--- config.mk ---
export PLATFORM = sky130hd
export DESIGN_NAME = qupls4_backout_sequencer
export DESIGN_NICKNAME = d
export VERILOG_FILES = /design/src/rtl/qupls4_pkg.sv /design/src/rtl/qupls4_map_history_fifo.sv /design/src/rtl/qupls4_backout_sequencer.sv
export SDC_FILE = /design/constraint.sdc
export NUM_CORES = 1
export LEC_CHECK = 0
export CAP_MARGIN = 0
export CORE_MARGIN = 8
export CORE_UTILIZATION = 30
export DETAILED_ROUTE_END_ITERATION = 8
export PLACE_DENSITY = 0.44
export RECOVER_POWER = 50
export SLEW_MARGIN = 40
export SYNTH_ARGS = -nofsm -noshare
export SYNTH_HDL_FRONTEND = slang
export SYNTH_SLANG_ARGS = --single-unit
--- constraint.sdc ---
create_clock -name clk -period 14.9 [get_ports clk]
set_input_delay 2.98 -clock clk [delete_from_list [all_inputs] [get_ports clk]]
set_output_delay 2.98 -clock clk [all_outputs]
set_load 0.02 [all_outputs]
--- src/rtl/qupls4_pkg.sv ---
// Shared types and default widths for the Qupls4 rename backout path.
package qupls4_pkg;

    localparam int unsigned DEF_HIST_DEPTH = 16;
    localparam int unsigned DEF_AREG_W     = 7;
    localparam int unsigned DEF_PREG_W     = 9;
    localparam int unsigned DEF_ROB_W      = 8;

    typedef struct packed {
        logic [DEF_AREG_W-1:0] areg;
        logic [DEF_PREG_W-1:0] old_preg;
        logic [DEF_PREG_W-1:0] new_preg;
        logic [DEF_ROB_W-1:0]  rob;
    } hist_entry_t;

    typedef enum logic [1:0] {
        IDLE,
        WALK,
        DONE
    } backout_state_t;

endpackage

--- src/rtl/qupls4_map_history_fifo.sv ---
// Circular rename-history buffer: push at tail, pop oldest at head, pop youngest at tail.
module qupls4_map_history_fifo #(
    parameter int unsigned DEPTH = 16,
    parameter int unsigned WIDTH = 33,
    parameter int unsigned CNT_W = $clog2(DEPTH) + 1
) (
    input  logic             clk,
    input  logic             rst,
    input  logic             push,
    input  logic [WIDTH-1:0] push_data,
    input  logic             pop_head,
    input  logic             pop_tail,
    output logic [WIDTH-1:0] tail_data,
    output logic [CNT_W-1:0] count,
    output logic             full
);
    localparam int unsigned PTR_W = $clog2(DEPTH);

    logic [WIDTH-1:0] mem [DEPTH];
    logic [PTR_W-1:0] head;
    logic [PTR_W-1:0] tail;
    logic [PTR_W-1:0] tail_last;
    logic [CNT_W-1:0] count_nxt;

    // Callers never push while full nor pop while empty; head and tail pops
    // on the final entry are made exclusive upstream.
    always_comb begin
        tail_last = tail - PTR_W'(1);
        tail_data = mem[tail_last];
        count_nxt = count + CNT_W'(push) - CNT_W'(pop_head) - CNT_W'(pop_tail);
    end

    always_ff @(posedge clk) begin
        if (push) begin
            mem[tail] <= push_data;
        end
    end

    always_ff @(posedge clk) begin
        if (rst) begin
            head  <= '0;
            tail  <= '0;
            count <= '0;
            full  <= 1'b0;
        end else begin
            if (pop_head) begin
                head <= head + PTR_W'(1);
            end
            if (push) begin
                tail <= tail + PTR_W'(1);
            end else if (pop_tail) begin
                tail <= tail_last;
            end
            count <= count_nxt;
            full  <= (count_nxt == CNT_W'(DEPTH));
        end
    end

endmodule

--- src/rtl/qupls4_backout_sequencer.sv ---
// Undoes younger rename mappings after a branch backout, youngest first, one per cycle,
// restoring the RAT and returning speculative pregs to the free list.
module qupls4_backout_sequencer #(
    parameter int unsigned HIST_DEPTH = qupls4_pkg::DEF_HIST_DEPTH,
    parameter int unsigned AREG_W     = qupls4_pkg::DEF_AREG_W,
    parameter int unsigned PREG_W     = qupls4_pkg::DEF_PREG_W,
    parameter int unsigned ROB_W      = qupls4_pkg::DEF_ROB_W
) (
    input  logic              clk,
    input  logic              rst,
    input  logic              hist_wr,
    input  logic [AREG_W-1:0] hist_areg,
    input  logic [PREG_W-1:0] hist_old_preg,
    input  logic [PREG_W-1:0] hist_new_preg,
    input  logic [ROB_W-1:0]  hist_rob,
    input  logic              cmt_v,
    input  logic [ROB_W-1:0]  rob_head,
    input  logic              backout,
    input  logic [ROB_W-1:0]  backout_rob,
    output logic              busy,
    output logic              full,
    output logic              ovf,
    output logic              rat_wr,
    output logic [AREG_W-1:0] rat_areg,
    output logic [PREG_W-1:0] rat_preg,
    output logic              fl_free,
    output logic [PREG_W-1:0] fl_preg,
    output logic              done
);
    import qupls4_pkg::*;

    localparam int unsigned ENTRY_W = AREG_W + 2 * PREG_W + ROB_W;
    localparam int unsigned CNT_W   = $clog2(HIST_DEPTH) + 1;

    backout_state_t     state;
    logic [ROB_W-1:0]   bo_rob;
    logic [ENTRY_W-1:0] tail_data;
    logic [CNT_W-1:0]   count;
    logic               push;
    logic               pop_head;
    logic               pop_tail;
    logic [AREG_W-1:0]  ent_areg;
    logic [PREG_W-1:0]  ent_old;
    logic [PREG_W-1:0]  ent_new;
    logic [ROB_W-1:0]   ent_rob;
    logic [ROB_W-1:0]   age_ent;
    logic [ROB_W-1:0]   age_bo;
    logic               younger;

    qupls4_map_history_fifo #(
        .DEPTH (HIST_DEPTH),
        .WIDTH (ENTRY_W),
        .CNT_W (CNT_W)
    ) u_hist (
        .clk       (clk),
        .rst       (rst),
        .push      (push),
        .push_data ({hist_areg, hist_old_preg, hist_new_preg, hist_rob}),
        .pop_head  (pop_head),
        .pop_tail  (pop_tail),
        .tail_data (tail_data),
        .count     (count),
        .full      (full)
    );

    // Age is measured from the ROB head so ROB-id wraparound compares correctly.
    always_comb begin
        ent_rob  = tail_data[ROB_W-1:0];
        ent_new  = tail_data[ROB_W +: PREG_W];
        ent_old  = tail_data[ROB_W+PREG_W +: PREG_W];
        ent_areg = tail_data[ROB_W+2*PREG_W +: AREG_W];
        age_ent  = ent_rob - rob_head;
        age_bo   = bo_rob - rob_head;
        younger  = age_ent > age_bo;
        push     = hist_wr && (state == IDLE) && !backout && !full;
        pop_head = cmt_v && (count != '0);
        // Commit owns the last remaining entry when both want it.
        pop_tail = (state == WALK) && (count != '0) && younger
                   && !(pop_head && (count == CNT_W'(1)));
    end

    always_ff @(posedge clk) begin
        if (rst) begin
            state    <= IDLE;
            bo_rob   <= '0;
            busy     <= 1'b0;
            ovf      <= 1'b0;
            rat_wr   <= 1'b0;
            rat_areg <= '0;
            rat_preg <= '0;
            fl_free  <= 1'b0;
            fl_preg  <= '0;
            done     <= 1'b0;
        end else begin
            rat_wr  <= 1'b0;
            fl_free <= 1'b0;
            done    <= 1'b0;
            if (hist_wr && (state == IDLE) && full) begin
                ovf <= 1'b1;
            end
            case (state)
                IDLE: begin
                    if (backout) begin
                        bo_rob <= backout_rob;
                        busy   <= 1'b1;
                        state  <= WALK;
                    end
                end
                WALK: begin
                    if (pop_tail) begin
                        rat_wr   <= 1'b1;
                        rat_areg <= ent_areg;
                        rat_preg <= ent_old;
                        fl_free  <= 1'b1;
                        fl_preg  <= ent_new;
                    end else begin
                        done  <= 1'b1;
                        state <= DONE;
                    end
                end
                DONE: begin
                    busy  <= 1'b0;
                    state <= IDLE;
                end
                default: begin
                    busy  <= 1'b0;
                    state <= IDLE;
                end
            endcase
        end
    end

endmodule

==> metrics.md, run 1 <==
| Metric | Value |
|---|---|
| Multi-input gate area | `roughly 5600 sq um` |
| I/O pin cnt | `between 80 and 90` |
| List of most frequent post-synthesis cells | `edfxtp_1 (528), mux4_2 (163), nor2_1 (50), dfxtp_1 (49), ha_1 (34)` |
| Cell Area, Synth | `~23000 sq um` |
| R2R cell count | `29` |
| Net Sw Power | `between 1.5 and 2 mW` |
| Remaining antenna violation count | `0` |
| Synthesis-stage register bit count | `between 500 and 600` |
| Least-Margin Pin Slew | `about 3.3 ns` |
| Failing checks | `max-capacitance violations, max-slew violations` |
| Worst EP arrival | `between 8 and 9 ns` |
| Hold endpoint | `ovf` |
| RSZ-0062 raised after global routing | `no` |
| Required time of the critical path | `15.44 ns` |
| Worst hold start | `ovf` |
| DP Wirelength | `28500 um` |
| PortBufs | `84` |
| CP bufs+invs | `3` |
| Sequential Power Share | `about a third` |
| Final setup violation count | `0` |
| Hold depth | `2` |
| Die ar. | `between 80000 and 90000 sq um` |
| Max FO, Critical Path | `50` |
| Relative slew slack | `-118%` |
| WHS | `approximately 0.46 ns` |
| Net Sw Frac | `between 30% and 40%` |
| Sink Count | `roughly 580` |
| GRT Residual Overflow | `0` |
| PostCTS Resize Cnt | `0` |
| Seq/Total Area, Yosys | `about three quarters` |
| DRC Markers | `0` |
| Power Dens Cells | `around 220 nW/um^2` |
| Most frequent cell after synthesis | `edfxtp_1` |
| Routed len/inst | `24.7 um` |
| FMAX | `~0.13 GHz` |
| Delay of the slowest critical-path stage | `approximately 0.75 ns` |
| Largest net degree at the start of global routing | `between 50 and 60` |
| FP Rows | `approximately 100` |
| IR drop worst, VDD | `~120 uV` |
| Initial DRC count | `around 730` |
| Post-synthesis area per instance | `around 21 sq um` |
| Combinational group share of total power | `39.7%` |
| # nets final | `1289` |
| Clock Path Buffers | `3` |
| Distinct cells, synth | `between 40 and 50` |
| Drt first pass iters | `5` |
| FF-to-FF End | `u_hist.full` |
| Largest delay share family, worst path | `compound AO/OA/AOI/OAI gates` |
| DIE WIDTH | `291 um` |
| Status | `finished, violations left` |
| Setup TNS | `0 ns` |
| Gate Count Post-Synth | `between 1000 and 1500` |
| Post-synth EDFFs | `around 530` |
| CTS Hold Buffers Added | `0` |
| Ratio of cells with drive above 1 in the final layout | `between 20 and 25%` |
| Most used cell, CP | `ha_1` |
| Min Tclk post-route | `roughly 7.9 ns` |
| Layout area overhead | `18.8%` |
| Placed cells | `roughly 2100` |
| Core Region | `between 70000 and 80000 sq um` |
| Vias | `about 11000` |
| Max-cap violations | `1` |
| Yosys warns | `0` |
| Initial Util | `a little under a third` |
| Total Wirelength | `~55000 um` |
| Antenna violations before repair | `8` |
| CTS tree | `yes` |
| Int Power | `just under 4 mW` |
| Storage cell area | `16800 sq um` |
| CTS clk-pin slew, worst paths | `roughly 0.06 ns` |
| Top cell type's share of synthesized area | `a little over two thirds` |
| Inserted Clock Buffers | `67` |
| Asr flop ratio synth | `0%` |
| Crit-path slowest cell | `buf_4` |
| Non-Filler Instances | `2229` |
| Post-Route Skew | `roughly 0.022 ns` |
| First-pass GRT wire length | `a little over 80000 um` |
| Worst-Skew Late Latency | `0.60 ns` |
| Die H | `291 um` |
| Routability cong. | `0.709` |
| Clk network pwr share | `a little over a quarter` |
| Crit end category | `register` |
| Ys flop type | `edfxtp_1` |
| Worst Setup Path Type | `register to register` |
| Startpoint types | `register` |
| Number of global-route vias before repair | `between 10000 and 15000` |
| Root Buffer | `clkbuf_16` |
| Tightest Hold Check Type | `register to register` |
| Top cells by area in the synthesized netlist | `edfxtp_1 (70%), mux4_2 (16%), dfxtp_1 (4.3%)` |
| Worst reg2reg setup slack | `a little over 7 ns` |
| Tcrit/Tclk final | `around 53%` |
| FF-to-FF Start | `u_hist.tail[0]` |
| Synth Net Count | `~1200` |
| Leakage | `8.64 nW` |
| Fin. Hold Viols | `0` |
| Yosys top cell by area | `edfxtp_1` |
| Post-CTS Setup Bufs | `0` |
| Vias per inst | `between 4 and 5` |
| Slew Viols, Final | `49` |
| H-tree levels | `3` |
| GRT Total Usage | `around 13%` |
| Filler cells | `slightly below 7000` |
## flip-flops by register name, summed over array words and instances, names as in the netlist
signal	flops
bo_rob	8
busy	1
done	1
fl_free	1
fl_preg	9
ovf	1
rat_areg	7
rat_preg	9
state	2
u_hist.count	5
u_hist.full	1
u_hist.mem	528
u_hist.tail	4
## cell families (layout without fill, tap and decap cells)
| family | Yosys count | after routing | share of synthesized area (%) |
|---|---|---|---|
| flops | 577 | 577 | 74.2 |
| mux | 192 | 192 | 17.6 |
| simple gates | 115 | 115 | 2.29 |
| buf+inv | 76 | 261 | 1.71 |
| compound gates | 49 | 49 | 1.28 |
| fa+ha+maj | 37 | 37 | 2.14 |
| xor+xnor | 19 | 19 | 0.766 |
| other cells | 0 | 1 | 0 |
## through the flow
stage | area [sq um] | util, % | setup WS [ns] | total power, mW
finish | 27000 | 35.7 | 7.04 | 5.84
global route | 27000 | 35.7 | 6.42 | 6.18
CTS | 27000 | 35.8 | 6.98 | 5.98
detailed placement | 24800 | 32.9 | 6.72 | 4.36
global placement | 24800 | 32.9 | 6.75 | 4.34
floorplan | 22700 | - | 7.68 | 3.65
## worst register-to-register path: cells and delay by family (launching register included)
family / cells / cell delay (ns)
AO/OA/AOI/OAI: 10 / 1.94
adder cells (fa/ha/maj): 6 / 1.83
AND/OR/NAND/NOR: 7 / 1.27
buffers and inverters: 3 / 1.00
multiplexers: 2 / 1.00
flip-flops: 1 / 0.70
XOR/XNOR: 1 / 0.08
## layer usage
| metal | global-route usage [%] | up-vias | routed length [um] |
|---|---|---|---|
| met5 | 0 | - | 27 |
| met4 | 3.01 | 4 | 1020 |
| met3 | 2.80 | 85 | 2400 |
| met2 | 21.5 | 221 | 26800 |
| met1 | 17.1 | 5754 | 24900 |
| li1 | - | 4645 | - |
## final cells by class
type / instances / share of cell area, %
Multi-Input combinational cell: 412 / 20.7
Tap cell: 978 / 4.54
Inverter: 27 / 0.376
Antenna cell: 1 / 0.00928
Clock buffer: 97 / 6.94
Clock inverter: 24 / 1.04
Timing Repair Buffer: 113 / 3.93
Sequential cell: 577 / 62.4
## worst max-delay path by stage
stage | endpoint | start | cells past startpoint
after floorplan | u_hist.full | rob_head[0] | 26
after global placement | u_hist.full | rob_head[0] | 27
after detailed placement | u_hist.full | rob_head[0] | 27
after CTS | u_hist.full | u_hist.tail[0] | 29
after global routing | u_hist.full | u_hist.tail[0] | 29
final | u_hist.full | u_hist.tail[0] | 29
## layout by cell type (no fill, tap or decap), drive strengths merged, types with 2 or more instances in the layout
cell           instances
mux2i                 26
nor2b                  5
a21boi                 2
mux4                 165
nand3                  3
ha                    34
xor2                   5
clkdlybuf4s50         38
a21o                   3
and3                   2
nor3                  10
clkinv                16
o21bai                 2
a31oi                  3
fa                     3
bufinv                 3
a21oi                 23
dlygate4sd3           45
o21ai                  7
dfxtp                 49
nand2                 32
xnor2                 14
clkbuf                98
buf                   29
edfxtp               528
nor2                  50
a211oi                 3
inv                   31
or3                    2
nand2b                 5
## power groups by stage
stage,sequential [mW],clock (mW),combinational [mW]
2_1_floorplan,1.96,0,1.69
3_3_place_gp,1.96,0,2.38
3_5_place_dp,1.96,0,2.39
4_1_cts,1.93,1.65,2.40
5_1_grt,1.94,1.70,2.54
6_report,1.93,1.60,2.32
Note: power is estimated with default switching activity, not from simulation.
==> inputs of run 2 (changes only) <==
clock period = 7.5 ns   (was 14.9 ns; I/O delays follow)
==> metrics.md, run 2 (synthesis gave the netlist of run 1 again) <==
| Metric | Value |
|---|---|
| Fin. Hold Viols | `0 (unchanged)` |
| Relative slew slack | `-115% (+2.7 points)` |
| GRT Total Usage | `12.8% (-0.046 points)` |
| Routed len/inst | `24.4 um (-1.4%)` |
| Startpoint types | `register` |
| Largest registers | `u_hist.mem x528, fl_preg x9, rat_preg x9` |
| # diodes | `0 (-1)` |
| CTS tree | `yes` |
| Layout area overhead | `19.2%` |
| Leading cell type in the layout, fill and taps excluded | `edfxtp_1` |
| GRT Residual Overflow | `0 (unchanged)` |
| Remaining antenna violation count | `0 (unchanged)` |
| Worst Setup Path Type | `register to register` |
| CTS clk-pin slew, worst paths | `0.06 ns (about the same)` |
| Overall power | `11.7 mW (+100%)` |
| Least-Margin Pin Slew | `3.22 ns (-0.0407 ns)` |
| Required time of the critical path | `8.04 ns (-7.40 ns)` |
| DP Wirelength | `30300 um (+6.3%)` |
| Leakage | `8.66 nW (+0.30%)` |
| Drt first pass iters | `4 (-1)` |
| Max reg flops | `528 (unchanged)` |
| Worst EP arrival | `7.27 ns (-1.13 ns)` |
| Crit end category | `register` |
| Sink Count | `577 (unchanged)` |
| Status | `finished, violations left` |
| Vias | `10651 (-0.54%)` |
| Worst-Skew Late Latency | `0.59 ns (about the same)` |
| First-pass GRT wire length | `80600 um (-0.29%)` |
| Clock Path Buffers | `3 (unchanged)` |
| Failing checks | `max-capacitance violations, max-slew violations` |
| Vias per inst | `4.77 (-0.63%)` |
| Util after Layout | `35.9% (+0.11 points)` |
| Top reg by flops | `u_hist.mem` |
| CTS Hold Buffers Added | `0 (unchanged)` |
| DIE WIDTH | `291 um (unchanged)` |
| Initial DRC count | `720 (-0.96%)` |
| I/O pin cnt | `85 (unchanged)` |
| Root Buffer | `clkbuf_16` |
| Die ar. | `84700 sq um (unchanged)` |
| Largest net degree at the start of global routing | `117 (+120%)` |
| Inserted Clock Buffers | `66 (-1.5%)` |
| Initial Util | `30.1% (unchanged)` |
| Slew Viols, Final | `49 (unchanged)` |
| FP Rows | `101 (unchanged)` |
| Core Region | `75400 sq um (unchanged)` |
| Post-CTS Setup Bufs | `0 (unchanged)` |
| Routability cong. | `0.687 (-3.1%)` |
| DRC Markers | `0 (unchanged)` |
| Post-Route Skew | `0.0360 ns (+0.0138 ns)` |
| Number of global-route vias before repair | `11440 (-0.45%)` |
| Filler cells | `6885 (-0.15%)` |
| IR drop worst, VDD | `445 uV (+280%)` |
| Tcrit/Tclk final | `89.8% (+37 points)` |
| # nets final | `1295 (+0.47%)` |
| H-tree levels | `3 (unchanged)` |
| FMAX | `0.148 GHz (+17%)` |
| RSZ-0062 raised after global routing | `no` |
| Max FO, Critical Path | `116 (+130%)` |
| Ratio of cells with drive above 1 in the final layout | `24.6% (-0.059 points)` |
| Min Tclk post-route | `6.73 ns (-1.12 ns)` |
| Setup TNS | `0 ns (unchanged)` |
| PostCTS Resize Cnt | `0 (unchanged)` |
| Final setup violation count | `0 (unchanged)` |
| Power Dens Cells | `431 nW/um^2 (+99%)` |
| PortBufs | `84 (unchanged)` |
| Die H | `291 um (unchanged)` |
| Antenna violations before repair | `8 (unchanged)` |
| Max-cap violations | `1 (unchanged)` |
| Tightest Hold Check Type | `register to register` |
| Total Wirelength | `54400 um (-1.3%)` |
| Most frequent cells in the layout | `edfxtp_1 (528), mux4_2 (163), clkbuf_16 (68)` |
run 2: changes by cell type in the layout (fill, tap and decap cells not counted), sizes merged, moves of 6 or more:
cell           previous run  this run
clkinv                   16        23
clkbuf                   98        86
buf                      29        36
dlygate4sd3              45        39
clkdlybuf4s50            38        44
run 2: critical path, stage by stage, from the launching register on:
cell     delay, ns
dfxtp_1       0.46
inv_1         0.16
ha_4          0.51
buf_12        0.61
mux4_2        0.41
mux4_2        0.53
ha_1          0.35
a21oi_1       0.17
xnor2_1       0.15
ha_1          0.28
a21o_1        0.18
a211o_1       0.29
a21o_1        0.23
nor4b_1       0.19
o22ai_1       0.20
a31oi_1       0.07
ha_1          0.21
nor2_1        0.11
ha_1          0.19
inv_1         0.05
ha_1          0.26
a21oi_1       0.15
nor2_1        0.06
or3_1         0.35
a21oi_1       0.18
and4_1        0.24
run 2: final cells by class:
| class | count | area, sq um | area share [%] |
|---|---|---|---|
| inverters | 27 | 101 | 0.375 |
| repair buffers | 120 | 1210 | 4.46 |
| well taps | 978 | 1220 | 4.52 |
| flip-flops and latches | 577 | 16800 | 62.3 |
| clock inverters | 32 | 319 | 1.18 |
| clock buffers | 85 | 1800 | 6.64 |
| multi-input cells | 412 | 5560 | 20.6 |
run 2: stage by stage:
| step | hold slack [ns] | setup WS [ns] | area [sq um] | std cells |
|---|---|---|---|---|
| after detailed placement | 0.459 | 0.754 | 25000 | 2113 |
| after floorplan | 0.436 | 0.302 | 22700 | 1065 |
| after global placement | 0.454 | 0.855 | 24900 | 2110 |
| final | 0.467 | 0.766 | 27100 | 2231 |
| after global routing | 0.490 | 0.232 | 27100 | 2231 |
| after CTS | 0.468 | 0.766 | 27100 | 2230 |
run 2: final timing paths:
| path | startpoint | end | depth (start not counted) | slack, ns |
|---|---|---|---|---|
| worst min-delay path | bo_rob[3] | bo_rob[3] | 2 | 0.47 |
| worst max-delay path | u_hist.tail[1] | u_hist.full | 25 | 0.77 |
| worst max register to register | u_hist.tail[1] | u_hist.full | 25 | 0.77 |
| worst min register to register | bo_rob[3] | bo_rob[3] | 2 | 0.47 |
run 2: power breakdown:
| part | switching (mW) | internal, mW | leakage [nW] |
|---|---|---|---|
| Sequential | 0.0867 | 3.69 | 5.15 |
| Combinational | 2.48 | 2.25 | 2.48 |
| Clock | 1.26 | 1.90 | 1.03 |
run 2: per-layer routing:
metal | part of all wire (%) | track usage (%) | vias to the layer above
li1 | - | - | 4668
met1 | 44 | 17.1 | 5682
met2 | 50 | 21.4 | 211
met3 | 4.1 | 2.47 | 86
met4 | 1.8 | 3.63 | 4
met5 | 0.050 | 0 | -
==> inputs of run 3 (changes only) <==
RECOVER_POWER = default   (was 50)
==> metrics.md, run 3 (synthesis gave the netlist of run 1 again) <==
| Metric | Value |
|---|---|
| Initial Util | `30.1% (unchanged)` |
| Root Buffer | `clkbuf_16` |
| Tightest Hold Check Type | `register to register` |
| Final worst slack | `0.801 ns (+0.0355 ns)` |
| Placed cell area | `25000 sq um (unchanged)` |
| Leading cell type in the layout, fill and taps excluded | `edfxtp_1` |
| Routed len/inst | `24.4 um (about the same)` |
| Worst EP arrival | `7.24 ns (-0.03 ns)` |
| PostCTS Resize Cnt | `0 (unchanged)` |
| Layout area overhead | `19.4%` |
| Post-Route Skew | `0.0346 ns (-0.00142 ns)` |
| Worst-Skew Late Latency | `0.60 ns (about the same)` |
| Ratio of cells with drive above 1 in the final layout | `25.1% (+0.56 points)` |
| Startpoint types | `register` |
| Inserted Clock Buffers | `66 (unchanged)` |
| FMAX | `0.149 GHz (+0.53%)` |
| Leakage | `8.64 nW (-0.26%)` |
| Largest net degree at the start of global routing | `117 (unchanged)` |
| Tcrit/Tclk final | `89.3% (-0.47 points)` |
| Pre-CTS setup slack | `0.754 ns (unchanged)` |
| Fin. Hold Viols | `0 (unchanged)` |
| Largest delay share family, worst path | `adder cells` |
| Largest registers | `u_hist.mem x528, fl_preg x9, rat_preg x9` |
| Core Region | `75400 sq um (unchanged)` |
| PortBufs | `84 (unchanged)` |
| DRC Markers | `0 (unchanged)` |
| Non-Filler Instances | `2232 (+0.045%)` |
| Post-CTS Setup Bufs | `0 (unchanged)` |
| GRT Residual Overflow | `0 (unchanged)` |
| Delay of the slowest critical-path stage | `0.61 ns (about the same)` |
| Hold depth | `2 (unchanged)` |
| Vias | `10618 (-0.31%)` |
| CTS Hold Buffers Added | `0 (unchanged)` |
| Relative slew slack | `44.5% (+160 points)` |
| DIE WIDTH | `291 um (unchanged)` |
| WHS | `0.467 ns (+0.000421 ns)` |
| Min Tclk post-route | `6.70 ns (-0.0355 ns)` |
| Die H | `291 um (unchanged)` |
| Max-cap violations | `0 (-1)` |
| Setup TNS | `0 ns (unchanged)` |
| Clock Path Buffers | `3 (unchanged)` |
| Overall power | `11.7 mW (+0.15%)` |
| Required time of the critical path | `8.04 ns (about the same)` |
| IR drop worst, VDD | `444 uV (-0.22%)` |
| GRT Total Usage | `12.8% (unchanged)` |
| First-pass GRT wire length | `80600 um (unchanged)` |
| FP Rows | `101 (unchanged)` |
| CP bufs+invs | `3 (unchanged)` |
| Total Wirelength | `54400 um (about the same)` |
| Top reg by flops | `u_hist.mem` |
| Util after Layout | `35.9% (+0.068 points)` |
| Crit end category | `register` |
| Initial DRC count | `728 (+1.1%)` |
| Antenna violations before repair | `3 (-5)` |
| Die ar. | `84700 sq um (unchanged)` |
| Sink Count | `577 (unchanged)` |
| Power Dens Cells | `431 nW/um^2 (about the same)` |
| Most frequent cells in the layout | `edfxtp_1 (528), mux4_2 (163), clkdlybuf4s50_1 (83)` |
| Most used cell, CP | `ha_1` |
| Drt first pass iters | `4 (unchanged)` |
| Placed cells | `2113 (unchanged)` |
| RSZ-0062 raised after global routing | `no` |
| Routability cong. | `0.687 (unchanged)` |
| Max FO, Critical Path | `116 (unchanged)` |
| Final Cell Area | `27100 sq um (+0.19%)` |
| DP Wirelength | `30300 um (unchanged)` |
| Status | `completed` |
| Max reg flops | `528 (unchanged)` |
| I/O pin cnt | `85 (unchanged)` |
| WP depth | `25 (unchanged)` |
| Remaining antenna violation count | `0 (unchanged)` |
| Slew Viols, Final | `0 (-100%)` |
| CTS tree | `yes` |
| Least-Margin Pin Slew | `0.831 ns (-2.39 ns)` |
| Worst Setup Path Type | `register to register` |
| Number of global-route vias before repair | `11440 (unchanged)` |
| Final setup violation count | `0 (unchanged)` |
| R2R cell count | `25 (unchanged)` |
| Crit-path slowest cell | `buf_12` |
| Vias per inst | `4.76 (-0.35%)` |
| H-tree levels | `3 (unchanged)` |
| CTS clk-pin slew, worst paths | `0.06 ns (about the same)` |
| # nets final | `1295 (unchanged)` |
run 3: cell count changes in the layout (fill, tap and decap cells not counted):
cell / delta
nor2_4: +6
clkdlybuf4s50_1: +39
clkbuf_1: -1
dlygate4sd3_1: -39
nor2_1: -6
buf_4: +1
diode_2: +1
run 3: layout make-up:
cell class	count	area (sq um)
clock inverters	32	319
fillers	6874	48300
well taps	978	1220
flip-flops and latches	577	16800
inverters	27	101
multi-input cells	412	5610
diodes	1	2.50
clock buffers	85	1800
repair buffers	120	1210
run 3: layer usage:
layer,vias up,wire (um),global-route usage (%)
met5,-,27,0
met4,4,959,3.63
met3,78,2370,2.47
met2,213,27000,21.4
met1,5652,24100,17.1
li1,4671,-,-
run 3: path summary, 6_finish.rpt:
check,startpoint,endpoint,slack (ns)
worst max-delay path,u_hist.tail[1],u_hist.full,0.80
worst min-delay path,bo_rob[4],bo_rob[4],0.47
worst max register to register,u_hist.tail[1],u_hist.full,0.80
worst min register to register,bo_rob[4],bo_rob[4],0.47
run 3: power by group:
group	internal [mW]	leakage (nW)	switching [mW]	total [mW]
logic	2.26	2.46	2.49	4.75
clock network	1.90	1.03	1.26	3.16
registers	3.69	5.15	0.0861	3.78
total	7.85	8.64	3.83	11.7
run 3: worst register-to-register path, cell delays in order (launching register included):
cell     delay, ns
dfxtp_1       0.45
inv_1         0.16
ha_4          0.52
buf_12        0.61
mux4_2        0.51
mux4_2        0.53
ha_1          0.35
a21oi_1       0.17
xnor2_1       0.15
ha_1          0.28
a21o_1        0.18
a211o_1       0.29
a21o_1        0.23
nor4b_1       0.19
o22ai_1       0.20
a31oi_1       0.07
ha_1          0.21
nor2_1        0.11
ha_1          0.19
inv_1         0.05
ha_1          0.26
a21oi_1       0.15
nor2_1        0.06
or3_1         0.35
a21oi_1       0.18
and4_1        0.20
